<file path="config.mk">
export PLATFORM = sky130hd
export DESIGN_NAME = d_mem_arbiter
export DESIGN_NICKNAME = d
export VERILOG_FILES = /design/src/rtl/d_mem_arb_pkg.sv /design/src/rtl/d_mem_arbiter_rr_pick2.sv /design/src/rtl/d_mem_arbiter.sv
export SDC_FILE = /design/constraint.sdc
export NUM_CORES = 1
export LEC_CHECK = 0
export CORE_ASPECT_RATIO = 2
export CORE_UTILIZATION = 44
export DETAILED_ROUTE_END_ITERATION = 7
export PLACE_DENSITY_LB_ADDON = 0.08
export SLEW_MARGIN = 20
export SYNTH_ARGS = -nofsm -noshare
export SYNTH_HDL_FRONTEND = slang
export SYNTH_SLANG_ARGS = --single-unit
</file>
<file path="constraint.sdc">
create_clock -name clock -period 4.3 [get_ports clock]
set_input_delay 0.43 -clock clock [delete_from_list [all_inputs] [get_ports clock]]
set_output_delay 0.43 -clock clock [all_outputs]
set_load 0.005 [all_outputs]
</file>
<file path="src/rtl/d_mem_arb_pkg.sv">
// Shared constants for the data-memory arbiter: FSM encoding, port ids, default widths.
// No logic, no latency; no flow control of its own.
// Imported by d_mem_arbiter and rr_pick2.
package d_mem_arb_pkg;

  localparam logic [1:0] IDLE   = 2'd0;
  localparam logic [1:0] ACCESS = 2'd1;
  localparam logic [1:0] ACK    = 2'd2;

  localparam logic PORT_CPU = 1'b0;
  localparam logic PORT_DBG = 1'b1;

  localparam int DEF_ADDR_WIDTH = 8;
  localparam int DEF_DATA_WIDTH = 32;

endpackage

</file>
<file path="src/rtl/d_mem_arbiter_rr_pick2.sv">
// Two-way round-robin selector: on a tie the port that did not win last time is chosen.
// Purely combinational, zero latency.
// No backpressure; the caller decides when the pick is consumed.
module rr_pick2
  import d_mem_arb_pkg::*;
(
  input  logic req0,
  input  logic req1,
  input  logic last_grant,
  output logic grant_valid,
  output logic grant_id
);

  assign grant_valid = req0 | req1;
  assign grant_id    = (req0 && req1) ? ~last_grant
                                      : (req1 ? PORT_DBG : PORT_CPU);

endmodule

</file>
<file path="src/rtl/d_mem_arbiter.sv">
// Round-robin arbiter between CPU (port 0) and debug/loader (port 1) in front of the data memory.
// Latency: req sampled in IDLE -> one ACCESS cycle -> ack pulse in the following cycle; one access per 3 cycles.
// Backpressure: requesters hold req until their ack. D_MEM_ARB_BOUNDS_CHECK_EN enables the address range check.
module d_mem_arbiter
  import d_mem_arb_pkg::*;
#(
  parameter int ADDR_WIDTH = DEF_ADDR_WIDTH,
  parameter int DATA_WIDTH = DEF_DATA_WIDTH
) (
  input  logic                  clock,
  input  logic                  reset_n,
  input  logic                  req0,
  input  logic                  req1,
  input  logic                  we0,
  input  logic                  we1,
  input  logic [31:0]           addr0,
  input  logic [31:0]           addr1,
  input  logic [DATA_WIDTH-1:0] wdata0,
  input  logic [DATA_WIDTH-1:0] wdata1,
  output logic                  ack0,
  output logic                  ack1,
  output logic [DATA_WIDTH-1:0] rdata0,
  output logic [DATA_WIDTH-1:0] rdata1,
  output logic [31:0]           mem_addr,
  output logic [DATA_WIDTH-1:0] mem_wdata,
  output logic                  mem_write,
  output logic                  mem_read,
  input  logic [DATA_WIDTH-1:0] mem_rdata,
  output logic                  err
);

`ifdef D_MEM_ARB_BOUNDS_CHECK_EN
  localparam bit BOUNDS_EN = 1'b1;
`else
  localparam bit BOUNDS_EN = 1'b0;
`endif

  logic [1:0]            state;
  logic                  last_grant;
  logic                  grant_r;
  logic                  we_r;
  logic                  oob_r;
  logic [31:0]           addr_r;
  logic [DATA_WIDTH-1:0] wdata_r;

  logic                  grant_valid;
  logic                  grant_id;
  logic                  sel_we;
  logic                  sel_oob;
  logic [31:0]           sel_addr;
  logic [DATA_WIDTH-1:0] sel_wdata;
  logic                  access_en;

  rr_pick2 u_pick (
    .req0        (req0),
    .req1        (req1),
    .last_grant  (last_grant),
    .grant_valid (grant_valid),
    .grant_id    (grant_id)
  );

  always_comb begin
    sel_we    = (grant_id == PORT_DBG) ? we1    : we0;
    sel_addr  = (grant_id == PORT_DBG) ? addr1  : addr0;
    sel_wdata = (grant_id == PORT_DBG) ? wdata1 : wdata0;
    // Any address bit at or above ADDR_WIDTH falls outside the memory.
    sel_oob   = BOUNDS_EN && ((sel_addr >> ADDR_WIDTH) != 32'd0);
  end

  always_ff @(posedge clock or negedge reset_n) begin
    if (!reset_n) begin
      state      <= IDLE;
      last_grant <= PORT_DBG;
      grant_r    <= PORT_CPU;
      we_r       <= 1'b0;
      oob_r      <= 1'b0;
      addr_r     <= 32'd0;
      wdata_r    <= '0;
      rdata0     <= '0;
      rdata1     <= '0;
    end else begin
      case (state)
        IDLE: begin
          if (grant_valid) begin
            grant_r <= grant_id;
            we_r    <= sel_we;
            oob_r   <= sel_oob;
            addr_r  <= sel_addr;
            wdata_r <= sel_wdata;
            state   <= ACCESS;
          end
        end
        ACCESS: begin
          if (!we_r && !oob_r) begin
            if (grant_r == PORT_DBG) rdata1 <= mem_rdata;
            else                     rdata0 <= mem_rdata;
          end
          state <= ACK;
        end
        ACK: begin
          last_grant <= grant_r;
          state      <= IDLE;
        end
        default: state <= IDLE;
      endcase
    end
  end

  assign access_en = (state == ACCESS) && !oob_r;
  assign mem_addr  = addr_r;
  assign mem_wdata = wdata_r;
  assign mem_write = access_en && we_r;
  assign mem_read  = access_en && !we_r;
  assign ack0      = (state == ACK) && (grant_r == PORT_CPU);
  assign ack1      = (state == ACK) && (grant_r == PORT_DBG);
  assign err       = (state == ACK) && oob_r;

endmodule

</file>
==> impl_metrics.yaml, run 1 <==
sta:
  hold_violations: 0
  setup_viol: 0
  max_freq_mhz: 457
  period_share_pct: 50.9
  report.final.slew_viol_count: 0
  rsz0062_at_grt: "false"
  max_slew_margin_pct: 38.3
  worst_pin_slew_ns: 0.925
  finClkSkew_ns: 0.00920
  fin_setup_tns_ns: 0
  whs_ns: 0.0732
  min_period_ns: 2.19
final_layout:
  fin_cells: 832
  layout_commonest_cell: "clkdlybuf4s50_1"
  most-common-layout-cells: "clkdlybuf4s50_1 (296), dfrtp_1 (132), mux2_2 (112)"
  syn_to_final_growth_pct: 60.2
  antenna_cells: 0
  finalInstanceArea_sq_mm: 0.00974
  nets: 830
  n_fill_cell: 930
  drive_gt1_share_pct: 34.3
clocking:
  cts.clk_slew.worst_paths_ns: 0.06
  cts_resized: 0
  insertion_delay_ns: 0.41
  cts_buffers: 17
  cts_sinks: 133
  clockRootBuffer: "clkbuf_16"
  htreeDepth: 4
  post-cts-setup-buffer-count: 0
  cts.hold.buffers_added: 0
  cts_max_path_buffers: 2
  cts_tree: "yes"
worst_setup_path:
  cp_data_arrival_time_ns: 1.76
  cp.required_ns: 3.87
  critPathLaunch: "state[0]"
  crit_chain: "nand2b_1 -> nor2_1 -> clkdlybuf4s50_1"
  slowest_stage: "clkdlybuf4s50_1"
  cp_slowest_stage_delay_ns: 0.57
  crit_type: "reg2out"
  rr_startpoint: "last_grant"
  r2r_cells: 4
  start_kind: "flop"
  r2r-end: "mem_wdata[9]"
  rrSetupSlack_ns: 2.23
  path_max_fanout: 4
  worst_setup_path_end_kind: "output pin"
global_route:
  overflow: 0
  track_usage_pct: 22.6
  grt_max_degree: 100
  grt_pass1_vias: 4626
  grt_pass1_wl_um: 24400
  antenna_found_initial: 0
synth:
  ys_ff_latch: 133
  syn_avg_cell_area_sq_um: 16.7
  synth_cell_types: 20
  synthesis.nets: 531
  ys_warn_count: 0
  postSynthCellCount: 365
  syn_area_sq_mm: 0.00608
  seq_area_frac_synth_pct: 54.8
drt:
  drtPass1Iterations: 4
  wl_per_cell_um: 18.7
  viasPerCell: 5.03
  drtAntennaViolNets: 0
  route.detailed.drc: 0
  num_vias: 4183
  routed_wl_um: 15600
  drt_iter0_drc: 133
placement:
  numPortBuffers: 297
  post-dp-hpwl_um: 11500
  gp_congestion: 0.796
  dp.cells: 800
  dpl_cell_area_sq_mm: 0.00915
floorplanning:
  die_width_um: 85.1
  std_cell_rows: 60
  ios: 299
  start_util_pct: 45.2
  coreArea_sq_mm: 0.0134
  die_height_um: 168
  die_area_sq_mm: 0.0143
pwr:
  vdd_ir_drop_max_v: 0.000356
  power.static_leakage_nw: 4.18
  finalPower_mw: 6.73
  powerDensity_mw_per_mm2: 691
worst_hold_path:
  hold_class: "in2async"
job:
  drv_cap: 0
outcome:
  status: "complete, no violations"
critical path: cells and delay by family, from the launching register on:
family,cells,cell delay [ns]
buffers and inverters,1,0.57
DFF,1,0.43
and+or+nand+nor,2,0.35
state kept, by name, summed over array words and instances, names as in the netlist:
name,count
grant_r,1
last_grant,1
mem_addr,32
mem_wdata,32
rdata0,32
rdata1,32
state,2
we_r,1
metrics by stage:
| step | utilization (%) | worst slack, ns |
|---|---|---|
| after floorplan | - | 2.69 |
| after global placement | 68.1 | 1.82 |
| after detailed placement | 68.1 | 1.79 |
| after CTS | 72.5 | 2.07 |
| after global routing | 72.5 | 2.01 |
| final | 72.5 | 2.11 |
synthesized netlist by cell type:
master,n,area (sq um)
mux2_1,4,45.0
a21o_1,1,7.51
nor2_1,3,11.3
inv_1,1,3.75
mux2_4,78,1170
nor3_2,1,10.0
conb_1,1,3.75
nand2b_1,1,6.26
dfrtp_1,132,3300
a21bo_2,1,10.0
mux2_2,112,1260
nor3b_2,1,12.5
clkbuf_2,2,10.0
dfstp_2,1,26.3
and2_1,3,18.8
buf_2,6,30.0
nor2b_1,1,6.26
mux2i_1,1,10.0
buf_4,10,75.1
buf_6,5,56.3
kinds of logic (layout without fill, tap and decap cells):
kind of cell	count (synthesis)	count (layout)	share of synthesized area (%)
compound gates	2	2	0.288
buf+inv	24	336	2.88
simple gates	10	10	1.07
other cells	1	1	0.0617
mux	195	195	40.9
flops	133	133	54.8
report_power, final:
group / switching, mW / internal (mW) / leakage [nW]
clock: 0.593 / 0.872 / 0.279
combinational: 0.912 / 2.10 / 2.33
sequential: 0.350 / 1.90 / 1.57
total: 1.85 / 4.88 / 4.18
layout make-up:
cell class / instances / area [sq um] / share of cell area, %
clock buffers: 18 / 429 / 4.41
clock inverters: 14 / 165 / 1.70
inverters: 1 / 3.75 / 0.0385
multi-input cells: 208 / 2590 / 26.6
flip-flops and latches: 133 / 3330 / 34.2
well taps: 155 / 194 / 1.99
repair buffers: 303 / 3030 / 31.1
worst max-delay path by stage:
stage / end
after floorplan: mem_addr[10]
after global placement: mem_wdata[4]
after detailed placement: mem_wdata[11]
after CTS: ack1
after global routing: ack1
final: ack1
per-layer routing:
metal	vias up	GRT usage [%]	wire, um
li1	1902	-	-
met1	2051	22.9	5270
met5	-	0	0
met3	38	6.47	1150
met4	0	11.8	623
met2	192	41.3	8560
Note: power is estimated with default switching activity, not from simulation.
==> inputs of run 2 (changes only) <==
--- a/config.mk
+++ b/config.mk
@@ -6,7 +6,7 @@
 export NUM_CORES = 1
 export LEC_CHECK = 0
 export CORE_ASPECT_RATIO = 2
-export CORE_UTILIZATION = 44
+export CORE_UTILIZATION = 37
 export DETAILED_ROUTE_END_ITERATION = 7
 export PLACE_DENSITY_LB_ADDON = 0.08
 export SLEW_MARGIN = 20
==> constraint.sdc (replaced) <==
create_clock -name clock -period 1.9 [get_ports clock]
set_input_delay 0.19 -clock clock [delete_from_list [all_inputs] [get_ports clock]]
set_output_delay 0.19 -clock clock [all_outputs]
set_load 0.005 [all_outputs]
==> impl_metrics.yaml, run 2 (synthesis results as in run 1) <==
worst_setup_path:
  cp.required_ns: 1.71
  cp_data_arrival_time_ns: 1.52
  crit_chain: "buf_4 -> nor2b_1 -> and2_1 -> dlygate4sd2_1"
  rr_startpoint: "last_grant"
  worst_setup_path_end_kind: "output pin"
  path_depth: 4
  slowest_stage: "dfrtp_1"
  crit_type: "reg2out"
  critPathLaunch: "state[0]"
  start_kind: "flop"
  cp_slowest_stage_delay_ns: 0.39
  crit_family: "buffers and inverters"
  crit_buf_inv: 2
  r2r_cells: 4
  path_max_fanout: 3
floorplanning:
  ios: 299
  start_util_pct: 37.6
  die_area_sq_mm: 0.0170
  coreArea_sq_mm: 0.0162
  die_width_um: 92.6
  die_height_um: 183
  std_cell_rows: 66
sta:
  rsz0062_at_grt: "false"
  period_share_pct: 90.2
  hold_violations: 0
  finClkSkew_ns: 0.0102
  report.final.slew_viol_count: 0
  min_period_ns: 1.71
  setup_viol: 0
  max_freq_mhz: 584
  fin_setup_tns_ns: 0
final_layout:
  register_area_sq_mm: 0.00333
  drive_gt1_share_pct: 35.2
  nets: 842
  layout_commonest_cell: "clkdlybuf4s50_1"
  syn_to_final_growth_pct: 64.8
  fin_cells: 893
  most-common-layout-cells: "clkdlybuf4s50_1 (292), dfrtp_1 (131), mux2_2 (112)"
  multi_input_area_sq_mm: 0.00259
  n_fill_cell: 1298
  final_core_utilization_pct: 61.9
pwr:
  switching_share_pct: 26.7
  power.switching_mw: 4.12
  p_comb_share_pct: 46.5
  power.static_leakage_nw: 4.31
  sequentialPowerShare_pct: 33.1
  finalPower_mw: 15.4
  powerDensity_mw_per_mm2: 1540
  p_int_mw: 11.3
  power.share.clock_pct: 20.4
  vdd_ir_drop_max_v: 0.000785
clocking:
  cts_max_path_buffers: 2
  insertion_delay_ns: 0.42
  cts.clk_slew.worst_paths_ns: 0.05
  cts_buffers: 17
  cts_tree: "yes"
  cts_sinks: 133
  clockRootBuffer: "clkbuf_16"
  htreeDepth: 4
drt:
  wl_met2_um: 8880
  drtPass1Iterations: 4
  met3_length_um: 1190
  viasPerCell: 4.73
  drtAntennaViolNets: 0
  wl_per_cell_um: 18.0
  route.detailed.drc: 0
  drt_iter0_drc: 80
  topRoutingLayerUsed: "met4"
  wl_met1_um: 5570
  num_vias: 4228
  routed_wl_um: 16100
job:
  drv_cap: 0
global_route:
  overflow: 0
  grt_pass1_vias: 4778
  antenna_found_initial: 1
  track_usage_pct: 19.8
  grt_pass1_wl_um: 25000
  grt_max_degree: 54
placement:
  numPortBuffers: 297
  post-dp-hpwl_um: 12100
  dp.cells: 858
  gp_congestion: 0.777
worst_hold_path:
  hold_class: "in2async"
outcome:
  status: "complete, no violations"
[run 2: power groups by stage]
stage	sequential, mW	clock, mW	combinational [mW]
6_report	5.11	3.16	7.18
5_1_grt	5.31	3.36	7.66
4_1_cts	5.13	3.26	7.28
3_5_place_dp	5.13	0	7.26
3_3_place_gp	5.07	0	7.13
2_1_floorplan	5.17	0	3.00
[run 2: final cells by class]
| class | instances | area share [%] |
|---|---|---|
| flip-flops and latches | 133 | 33.2 |
| repair buffers | 315 | 32.6 |
| multi-input cells | 208 | 25.9 |
| clock buffers | 21 | 4.60 |
| well taps | 204 | 2.55 |
| clock inverters | 9 | 1.05 |
| diodes | 2 | 0.0500 |
| inverters | 1 | 0.0375 |
[run 2: what timing repair did]
action | CTS | global route
pin swaps | 0 | 0
cloned | 0 | 0
endpoints found under the setup margin | 2 | 2
gates resized for setup | 4 | 3
setup buffers | 1 | 1
hold endpoints to repair | 40 | 0
hold buffers | 1 | 0
[run 2: worst paths after layout]
kind,to,slack [ns]
hold / removal,rdata1[23],0.26
max in group asynchronous,rdata1[7],0.98
min in group clock,rdata0[31],0.40
setup reg to reg,mem_addr[31],0.21
hold reg to reg,rdata0[31],0.49
setup / recovery,mem_write,0.19
[run 2: stage by stage]
step                hold WS, ns  worst slack, ns  area, sq um
finish                    0.265            0.187        10000
global placement          0.132           0.0362         9410
detailed placement        0.139           0.0211         9410
global route              0.301            0.123        10000
CTS                       0.261          0.00607        10000
floorplan                -0.106            0.285         6080
[run 2: layer usage]
metal  GRT usage [%]  vias to the layer above
li1                -                     1916
met1            19.8                     2088
met2            35.9                      200
met3            6.55                       24
met4            9.78                        0
met5               0                        -
